`src/rtl/fastborrow_sub16.sv`:
```
// fastborrow_sub16 -- multi-cycle 16-bit subtractor, one 4-bit nibble per clock.
// Each nibble resolves its internal borrows with two-level lookahead, and the
// borrow between nibbles is carried in a register.
//
// Ports:
//   clk   in   1   clock, rising edge
//   rst   in   1   asynchronous active-high reset
//   start in   1   request pulse, accepted only while idle
//   A     in  16   minuend, sampled on the accepting edge
//   B     in  16   subtrahend, sampled on the accepting edge
//   Bin   in   1   borrow-in, sampled on the accepting edge
//   D     out 16   registered difference A - B - Bin (mod 2^16)
//   Bout  out  1   registered borrow-out
//   Ovf   out  1   registered two's-complement overflow
//   Zero  out  1   registered D == 0 flag
//   busy  out  1   high from acceptance until the done cycle ends
//   done  out  1   one-cycle pulse when the result registers update
module fastborrow_sub16 (
   input  logic        clk,
   input  logic        rst,
   input  logic        start,
   input  logic [15:0] A,
   input  logic [15:0] B,
   input  logic        Bin,
   output logic [15:0] D,
   output logic        Bout,
   output logic        Ovf,
   output logic        Zero,
   output logic        busy,
   output logic        done
);

   typedef enum logic [1:0] {
      IDLE = 2'd0,
      RUN  = 2'd1,
      DONE = 2'd2
   } state_t;

   state_t      state_r;
   logic [15:0] a_r;
   logic [15:0] b_r;
   logic [15:0] diff_r;
   logic [1:0]  k_r;
   logic        borrow_r;

   logic [3:0]  a_nib_s;
   logic [3:0]  b_nib_s;
   logic [4:0]  nib_res_s;
   logic [15:0] diff_next_s;

   // Nibble subtract: returns {borrow_out, diff[3:0]}. Every borrow is a flat
   // sum of products of g/p and the incoming borrow, so no bit waits on the
   // borrow of the bit below it.
   function automatic logic [4:0] nib_sub(input logic [3:0] a,
                                          input logic [3:0] b,
                                          input logic       c0);
      logic [3:0] p;
      logic [3:0] g;
      logic [3:0] d;
      logic       c1;
      logic       c2;
      logic       c3;
      logic       c4;
      p  = ~(a ^ b);
      g  = ~a & b;
      c1 = g[0] | (p[0] & c0);
      c2 = g[1] | (p[1] & g[0]) | (p[1] & p[0] & c0);
      c3 = g[2] | (p[2] & g[1]) | (p[2] & p[1] & g[0])
                | (p[2] & p[1] & p[0] & c0);
      c4 = g[3] | (p[3] & g[2]) | (p[3] & p[2] & g[1])
                | (p[3] & p[2] & p[1] & g[0])
                | (p[3] & p[2] & p[1] & p[0] & c0);
      d  = a ^ b ^ {c3, c2, c1, c0};
      return {c4, d};
   endfunction

   // Select the active nibble and merge its result into the working difference.
   always_comb begin
      a_nib_s     = 4'h0;
      b_nib_s     = 4'h0;
      diff_next_s = diff_r;
      case (k_r)
         2'd0: begin a_nib_s = a_r[3:0];   b_nib_s = b_r[3:0];   end
         2'd1: begin a_nib_s = a_r[7:4];   b_nib_s = b_r[7:4];   end
         2'd2: begin a_nib_s = a_r[11:8];  b_nib_s = b_r[11:8];  end
         2'd3: begin a_nib_s = a_r[15:12]; b_nib_s = b_r[15:12]; end
         default: begin a_nib_s = 4'h0; b_nib_s = 4'h0; end
      endcase
      nib_res_s = nib_sub(a_nib_s, b_nib_s, borrow_r);
      case (k_r)
         2'd0:    diff_next_s[3:0]   = nib_res_s[3:0];
         2'd1:    diff_next_s[7:4]   = nib_res_s[3:0];
         2'd2:    diff_next_s[11:8]  = nib_res_s[3:0];
         2'd3:    diff_next_s[15:12] = nib_res_s[3:0];
         default: diff_next_s        = diff_r;
      endcase
   end

   // Control FSM, working registers and registered result outputs.
   always_ff @(posedge clk or posedge rst) begin
      if (rst) begin
         state_r  <= IDLE;
         a_r      <= 16'h0000;
         b_r      <= 16'h0000;
         diff_r   <= 16'h0000;
         k_r      <= 2'd0;
         borrow_r <= 1'b0;
         D        <= 16'h0000;
         Bout     <= 1'b0;
         Ovf      <= 1'b0;
         Zero     <= 1'b0;
         busy     <= 1'b0;
         done     <= 1'b0;
      end else begin
         case (state_r)
            IDLE: begin
               if (start) begin
                  a_r      <= A;
                  b_r      <= B;
                  diff_r   <= 16'h0000;
                  k_r      <= 2'd0;
                  borrow_r <= Bin;
                  busy     <= 1'b1;
                  state_r  <= RUN;
               end else begin
                  state_r  <= IDLE;
               end
            end
            RUN: begin
               diff_r   <= diff_next_s;
               borrow_r <= nib_res_s[4];
               k_r      <= k_r + 2'd1;
               if (k_r == 2'd3) begin
                  D       <= diff_next_s;
                  Bout    <= nib_res_s[4];
                  // Operands of opposite sign and a result whose sign differs from A.
                  Ovf     <= (a_r[15] ^ b_r[15]) & (diff_next_s[15] ^ a_r[15]);
                  Zero    <= (diff_next_s == 16'h0000);
                  done    <= 1'b1;
                  state_r <= DONE;
               end else begin
                  state_r <= RUN;
               end
            end
            DONE: begin
               done    <= 1'b0;
               busy    <= 1'b0;
               state_r <= IDLE;
            end
            default: begin
               done    <= 1'b0;
               busy    <= 1'b0;
               state_r <= IDLE;
            end
         endcase
      end
   end

endmodule

```
`config.mk`:
```
export PLATFORM = sky130hd
export DESIGN_NAME = fastborrow_sub16
export DESIGN_NICKNAME = d
export VERILOG_FILES = /design/src/rtl/fastborrow_sub16.sv
export SDC_FILE = /design/constraint.sdc
export NUM_CORES = 1
export LEC_CHECK = 0
export ABC_AREA = 1
export CAP_MARGIN = 5
export CORE_MARGIN = 2
export CORE_UTILIZATION = 35
export CTS_CLUSTER_DIAMETER = 60
export DETAILED_ROUTE_END_ITERATION = 16
export DONT_BUFFER_PORTS = 1
export PLACE_DENSITY = 0.54
export SYNTH_ARGS = -nofsm -noshare
export SYNTH_HDL_FRONTEND = slang
export SYNTH_SLANG_ARGS = --single-unit
```
`constraint.sdc`:
```
create_clock -name clk -period 4.25 [get_ports clk]
set_input_delay 0.2125 -clock clk [delete_from_list [all_inputs] [get_ports clk]]
set_output_delay 0.2125 -clock clk [all_outputs]
set_load 0.03 [all_outputs]
```
======== After elaboration in Yosys (flattened, before gate mapping) ========
Cells that the tools add are included.
cells by class
  add/subtract/negate cells ............... 1
  $mul .................................... 0
  div/mod/pow operators ................... 0
  $lt $le $gt $ge ......................... 0
  equal/unequal tests ..................... 6
  shift operators ......................... 0
  mux-type cells .......................... 19
  bitwise operators ....................... 36
  reductions and logical operators ........ 9
operators with widths
  cell                 number
  $pmux 16 s2          1
  $pmux 4 s4           2
  $and 1x1->1          17
  $logic_not 16->1     1
  $mux 16              1
  $mux 4               4
  $or 1x1->1           10
  $reduce_and 2->1     5
  $not 4->4            2
  $pmux 2 s2           2
  $xor 4x4->4          2
  $pmux 1 s2           3
  $and 4x4->4          1
  $eq 2x1->1 const B   2
  $eq 2x2->1 const B   2
  $logic_not 2->1      2
  $mux 1               4
  $mux 2               2
  $ne 2x2->1 const B   2
  $add 2x1->2 const B  1
  $not 1->1            2
  $reduce_bool 2->1    1
  $xor 1x1->1          2
word-level totals
  register bits after elaboration ......... 74
  latch bits .............................. 0
  bits in writable memories ............... 0
  ROM bits ................................ 0
  input port bits ......................... 36
  output and inout bits ................... 21
  logic and storage cells ................. 83
  memories ................................ 0

======== Longest topological paths before layout ========
Gate-level depths: netlist of the first run.
  depth in word-level cells ............... 12
  gate-level depth with buffers ........... 19
  gate-level depth less buffers ........... 18

======== Least setup slack after synthesis of the first run ========
Ideal clock, no wire load.
  path kind ............................... register to register
  from .................................... register k_r[0]
  to ...................................... register Zero
  library setup time ...................... 0.117 ns
  data arrival time ....................... 2.373 ns
  required time ........................... 4.133 ns
  slack ................................... 1.760 ns
  cell stages (with the launch flop) ...... 17
  path buffers ............................ 1
  period minus slack after synthesis ...... 2.490 ns
  cell sequence ........................... dfrtp_1 -> inv_1 -> ha_1 -> inv_1 -> clkbuf_1 -> o21ai_0 -> o22ai_1 -> ha_1 -> or2_1 -> nand2_2 -> nand2_2 -> nand2_2 -> nand2_2 -> o21ai_4 -> nor2_2 -> nand3_1 -> nand2_1
between the ends
  cells in the longest elaborated chain, start to end .. 11
  elaborated cells on any way between the ends .. 32
  classes of those cells .................. eq/ne: 3; mux: 6; bitwise: 20; reduce/logical: 3
ends and longest elaborated chain
  item                                              line         source
  start, declared                                   43           logic [1:0] k_r;
  start signal, assigned                            132          k_r <= k_r + 2'd1;
  $eq 2x2->1, or another cell as far along          82, 90, 133
  $pmux 4 s4                                        82           case (k_r)
  $xor 4x4->4 / $not 4->4 (equally long branches)   64, 73, 65
  $not 4->4 / $and 4x4->4 (equally long branches)   64, 65
  $and 1x1->1, on equally long branches             68, 69
  $or 1x1->1, or another cell as far along          68           c3 = g[2] | (p[2] & g[1]) | (p[2] & p[1] & g[0])
  $or 1x1->1 / $and 1x1->1 (equally long branches)  68, 69
  $or 1x1->1                                        69           | (p[2] & p[1] & p[0] & c0);
  $xor 4x4->4                                       73           d = a ^ b ^ {c3, c2, c1, c0};
  $mux 4                                            90           case (k_r)
  $logic_not 16->1                                  138          Zero <= (diff_next_s == 16'h0000);
  end signal, assigned                              138
  end, declared                                     28           output logic Zero,
Parallel ways exist; a longest one is shown, timed or not.
A chain may end at the register's enable or synchronous reset.

======== Worst setup path after layout of the first run ========
Same ends and word-level chain as after synthesis.

==> results of run 1 <==
[synth_stat cells]
library cell / count
or2_1: 1
o21a_1: 1
buf_6: 1
o21ai_4: 1
a21oi_1: 4
fa_1: 1
nor2_1: 9
a31oi_1: 3
inv_2: 7
clkbuf_1: 4
a22o_1: 1
nand2_4: 1
ha_1: 9
dfrtp_1: 74
buf_2: 9
o21ai_0: 42
nand3_2: 1
nor2_4: 2
nand2_2: 8
buf_4: 2
o21ai_2: 1
inv_1: 39
nand3_1: 17
nor2_2: 2
o21ai_1: 5
nand2_1: 152
o22ai_1: 18
nand4_1: 2
o221ai_1: 1
[state kept, by name (all words and copies together), names as in the netlist]
signal,cells
Bout,1
D,16
Ovf,1
Zero,1
a_r,16
b_r,16
borrow_r,1
busy,1
diff_r,16
done,1
k_r,2
state_r,2
[cells in the final DEF, fill, tap and decap left out, drive strengths merged]
cell	n
nand2	161
dfrtp	74
o21ai	49
inv	46
dlygate4sd3	33
o22ai	18
nand3	18
nor2	13
clkbuf	11
ha	9
a21oi	4
a31oi	3
bufinv	3
nand4	2
clkinv	2
buf	2
or2	1
o221ai	1
o21a	1
a22o	1
fa	1
[final cells by class]
type                            instances  area [µm²]
Tap cell                              133         166
Fill cell                            1025        5550
Multi-Input combinational cell        282        1390
Clock buffer                           11         151
Clock inverter                          5         100
Inverter                               46         173
Sequential cell                        74        1850
Timing Repair Buffer                   35         345
[metal layers]
layer  track usage, %  wire length, µm  part of all wire (%)  vias to the layer above
met3             4.45              381                   4.4                        9
met4             3.47               67                  0.77                        0
met5                0                0                     0                        -
met2             27.0             4040                    47                       64
li1                 -                -                     -                     1400
met1             23.1             4160                    48                     1367
[worst reg2reg max path, stage by stage, from the launching register on]
cell and delay (ps):
dfrtp_1 430, inv_1 130, ha_1 510, inv_2 200
o22ai_1 250, o22ai_1 130, inv_1 100, fa_1 410
inv_1 180, nand2_1 70, o21ai_0 220, nand3_1 130
nor2_1 140, nand3_1 120, nor2_1 110, nand3_1 80
nand2_1 60
[worst paths after layout]
path | startpoint | to | slack, ps | cells after the start
min in group asynchronous | rst | diff_r[8] | 420 | 2
max in group asynchronous | rst | b_r[4] | 2800 | 3
max reg2reg | k_r[0] | Zero | 950 | 16
max | k_r[0] | Zero | 950 | 16
min reg2reg | a_r[4] | a_r[4] | 480 | 2
min | Bin | borrow_r | 100 | 2
[repair_timing]
action | 4_1_cts | 5_1_grt
resized for setup | 0 | 0
setup endpoints to repair | 0 | 0
hold buffers | 33 | 0
hold endpoints to repair | 65 | 0
setup buffers | 0 | 0
[per-stage QoR]
stage | worst slack (ps) | util (%) | std cells | hold WS (ps) | area, µm²
3_3_place_gp | 955 | 36.9 | 537 | 247 | 3590
4_1_cts | 943 | 42.9 | 586 | 93.4 | 4180
2_1_floorplan | 1760 | - | 418 | 329 | 3490
5_1_grt | 712 | 42.9 | 586 | 105 | 4180
6_report | 947 | 42.9 | 586 | 104 | 4180
3_5_place_dp | 956 | 36.9 | 537 | 251 | 3590
[logic make-up (layout without fill, tap and decap cells)]
group | Yosys count | after routing | synth area share, %
simple gates | 195 | 195 | 23.3
flops | 74 | 74 | 53.0
compound gates | 77 | 77 | 12.5
buf+inv | 62 | 97 | 7.41
fa+ha+maj | 10 | 10 | 3.80
==> results.yml, run 1 <==
timing:
  fin_skew_ps: 12.2
  rsz0062_at_grt: "no"
  min_period_over_period_pct: 77.7
  hold_viol: 0
  max_slew_margin_pct: 52.5
  final_max_slew_viol_count: 0
  setup_viol: 0
  fmax_mhz: 303
  worst_pin_slew_ps: 711
  fin_crit_ps: 3300
  setup_tns_ps: 0
yosys:
  ys_top_cells_by_area: "dfrtp_1 53%, nand2_1 16%, o21ai_0 6.0%"
  ys_warn_count: 0
  synth.avg_cell_area_um2: 8.36
  netlist_instances: 418
  ys_types: 29
  yosys_register_bits: 74
  synth_area_um2: 3490
  synth.top_cell.area_share_pct: 53.0
  ys_seq_area_share_pct: 53.0
  yosysTopAreaCell: "dfrtp_1"
  syn_nets: 464
routing:
  dr.first_iter.drc_count: 119
  wl_mm: 8.65
  avgViaCountPerCell: 4.85
  final_antenna_net_count: 0
  wl_per_cell_um: 14.8
  drtPass1Iterations: 4
  vias: 2840
  drc_errors: 0
critical_path:
  critPathCaptureType: "flip-flop"
  critPathMaxFanout: 10
  worst-path-buf-inv: 4
  cp_cell_sequence: "inv_1 > ha_1 > inv_2 > o22ai_1 > o22ai_1 > inv_1 > fa_1 > inv_1 > nand2_1 > o21ai_0 > nand3_1 > nor2_1 > nand3_1 > nor2_1 > nand3_1 > nand2_1"
  worstPathRequired_ps: 4540
  max_stage_delay_ps: 500
  slowest_stage: "ha_1"
  arrival_ps: 3590
  crit_type: "reg -> reg"
  path_delay_family: "adder cells"
  start_kind: "flip-flop"
cts:
  path_clk_slew_ps: 70
  cts.path.max_buffers: 2
  clock_latency_ps: 350
  cts_root_buffer: "clkbuf_8"
  cts_sinks: 74
  cts_htree_levels: 3
  numCtsBuffers: 9
  cts_tree: "built"
hold_path:
  hp-class: "in -> reg"
layout:
  antenna_cells: 0
  synthToLayoutAreaGrowth_pct: 19.5
  drive_above_1_share_pct: 9.27
  fin_nets: 494
grt:
  grt_overflow: 0
  grt_pass1_wl_mm: 14.4
  grt_pass1_vias: 2811
  antenna_found_initial: 0
  track_usage_pct: 16.8
  grt_max_degree: 42
place:
  finalWeightedCongestion: 0.815
  port-buffer-count: 0
  place_hpwl_mm: 6.12
die:
  rows: 36
  core_area_um2: 9730
  die_w_um: 104
  io_pins: 57
  die_h_um: 104
  initial_core_util_pct: 35.9
  die_area_um2: 10800
run_status:
  status: "completed"
run:
  cap_viol_max_count: 0
Power of run 1 is left out: the tool's default activity adds up to more than one toggle a clock period on the data nets, which glitch-free logic cannot reach.
==> run 2: changes to the inputs <==
==> constraint.sdc (replaced) <==
create_clock -name clk -period 3.2 [get_ports clk]
set_input_delay 0.16 -clock clk [delete_from_list [all_inputs] [get_ports clk]]
set_output_delay 0.16 -clock clk [all_outputs]
set_load 0.03 [all_outputs]
==> run 2 against run 1 <==
Flip-flop and latch count is the same. Clock-buffer cell count decreased by 1. Sequential share of layout area down 0.17 points. Worst hold slack improved by 280 ps. Critical path depth did not move. Maximum frequency grew 14%. Global-route usage up 0.24 points.
==> results.yml, run 2 (synthesis results as in run 1) <==
die:
  rows: 36
  die_area_um2: 10800
  initial_core_util_pct: 35.9
  io_pins: 57
  core_area_um2: 9730
  die_w_um: 104
  die_h_um: 104
critical_path:
  path_delay_family: "adder cells"
  cp_cell_sequence: "inv_1 > ha_1 > inv_2 > o22ai_1 > o22ai_1 > inv_1 > fa_1 > inv_1 > nand2_1 > o21ai_1 > nand3_1 > nor2_1 > nand3_1 > nor2_1 > nand3_1 > nand2_1"
  reg2reg_slack_ps: 290
  critical_path_depth: 16
  crit_end: "Zero"
  reg2reg_depth: 16
  max_stage_delay_ps: 430
  arrival_ps: 3200
  slowest_stage: "dfrtp_1"
  r2r_start: "k_r[0]"
  crit_type: "reg -> reg"
  critPathCaptureType: "flip-flop"
  startpoint: "k_r[0]"
  worstPathRequired_ps: 3490
  worst-path-buf-inv: 4
  r2r_end: "Zero"
  start_kind: "flip-flop"
  critPathMaxFanout: 10
place:
  place_hpwl_mm: 6.04
  finalWeightedCongestion: 0.888
  port-buffer-count: 0
  pre_cts_ws_ps: 308
routing:
  dr.first_iter.drc_count: 122
  avgViaCountPerCell: 4.82
  drtPass1Iterations: 4
  drc_errors: 0
  vias: 2849
  wl_per_cell_um: 14.6
  wl_mm: 8.62
  final_antenna_net_count: 0
cts:
  clock_latency_ps: 350
  cts_root_buffer: "clkbuf_8"
  cts.path.max_buffers: 2
  path_clk_slew_ps: 80
  cts_setup_buffers: 0
  cts_sinks: 74
  numCtsBuffers: 9
  cts_tree: "built"
  cts_htree_levels: 3
hold_path:
  hp-class: "in -> reg"
run_status:
  status: "completed"
layout:
  fill_cells: 1004
  layout_commonest_cell: "nand2_1"
  synthToLayoutAreaGrowth_pct: 20.0
  drive_above_1_share_pct: 10.0
  multi_input_area_um2: 1390
  post-route-util_pct: 43.1
  fin_nets: 499
  seq_area_um2: 1850
  antenna_cells: 0
  layout_common_cells: "152 x nand2_1, 74 x dfrtp_1, 42 x o21ai_0"
grt:
  grt_pass1_wl_mm: 14.6
  grt_overflow: 0
  grt_pass1_vias: 2842
  grt_max_degree: 52
  track_usage_pct: 17.1
  antenna_found_initial: 0
run:
  cap_viol_max_count: 0
timing:
  setup_tns_ps: 0
  hold_slack_ps: 383
  fin_skew_ps: 10.7
  final_max_slew_viol_count: 0
  worst_pin_slew_ps: 1050
  max_slew_margin_pct: 29.9
  fmax_mhz: 344
  min_period_over_period_pct: 90.9
  setup_viol: 0
  hold_viol: 0
  rsz0062_at_grt: "no"
  worst_slack_ps: 290
  fin_crit_ps: 2910
## run 2: cell types whose count changed in the layout (fill, tap and decap cells not counted)
| cell | previous run | this run |
|---|---|---|
| buf_4 | 2 | 6 |
| clkinvlp_4 | 0 | 1 |
| dlygate4sd3_1 | 33 | 34 |
| clkinv_4 | 0 | 2 |
| bufinv_16 | 3 | 2 |
| clkinv_2 | 2 | 1 |
| clkbuf_8 | 11 | 10 |
## run 2: per-layer routing
layer / part of all wire [%] / GRT usage (%) / up-vias
met1: 47 / 22.9 / 1354
met2: 46 / 27.1 / 76
li1: - / - / 1408
met3: 5.9 / 5.45 / 11
met4: 1.1 / 4.05 / 0
met5: 0 / 0 / -
## run 2: per-stage QoR
step	instances	instance area, µm²
final	591	4190
after global routing	591	4190
after CTS	591	4190
after detailed placement	541	3620
after global placement	541	3620
after floorplan	418	3490
## run 2: worst min-delay path by stage
stage	slack, ps	depth (start not counted)	end	startpoint
after floorplan	280	2	a_r[4]	A[4]
after global placement	280	2	b_r[4]	B[4]
after global routing	410	5	b_r[10]	start
after CTS	370	5	a_r[0]	start
final	380	5	a_r[0]	start
after detailed placement	280	2	a_r[0]	A[0]
## run 2: layout make-up
class | instances | area share [%]
inverters | 46 | 4.12
flip-flops and latches | 74 | 44.2
clock buffers | 10 | 3.28
repair buffers | 40 | 9.19
multi-input cells | 282 | 33.1
well taps | 133 | 3.97
clock inverters | 6 | 2.15
## run 2: worst min-delay path: stages
cell	delay (ps)
nand2_1	80
nor2_4	30
buf_4	260
nand2_1	110
nand2_1	40
## run 2: timing repair
| item | CTS | global route |
|---|---|---|
| endpoints found under the hold margin | 82 | 0 |
| resized for setup | 0 | 0 |
| hold buffers | 34 | 0 |
| endpoints found under the setup margin | 0 | 0 |
Power of run 2 is left out for the same reason.
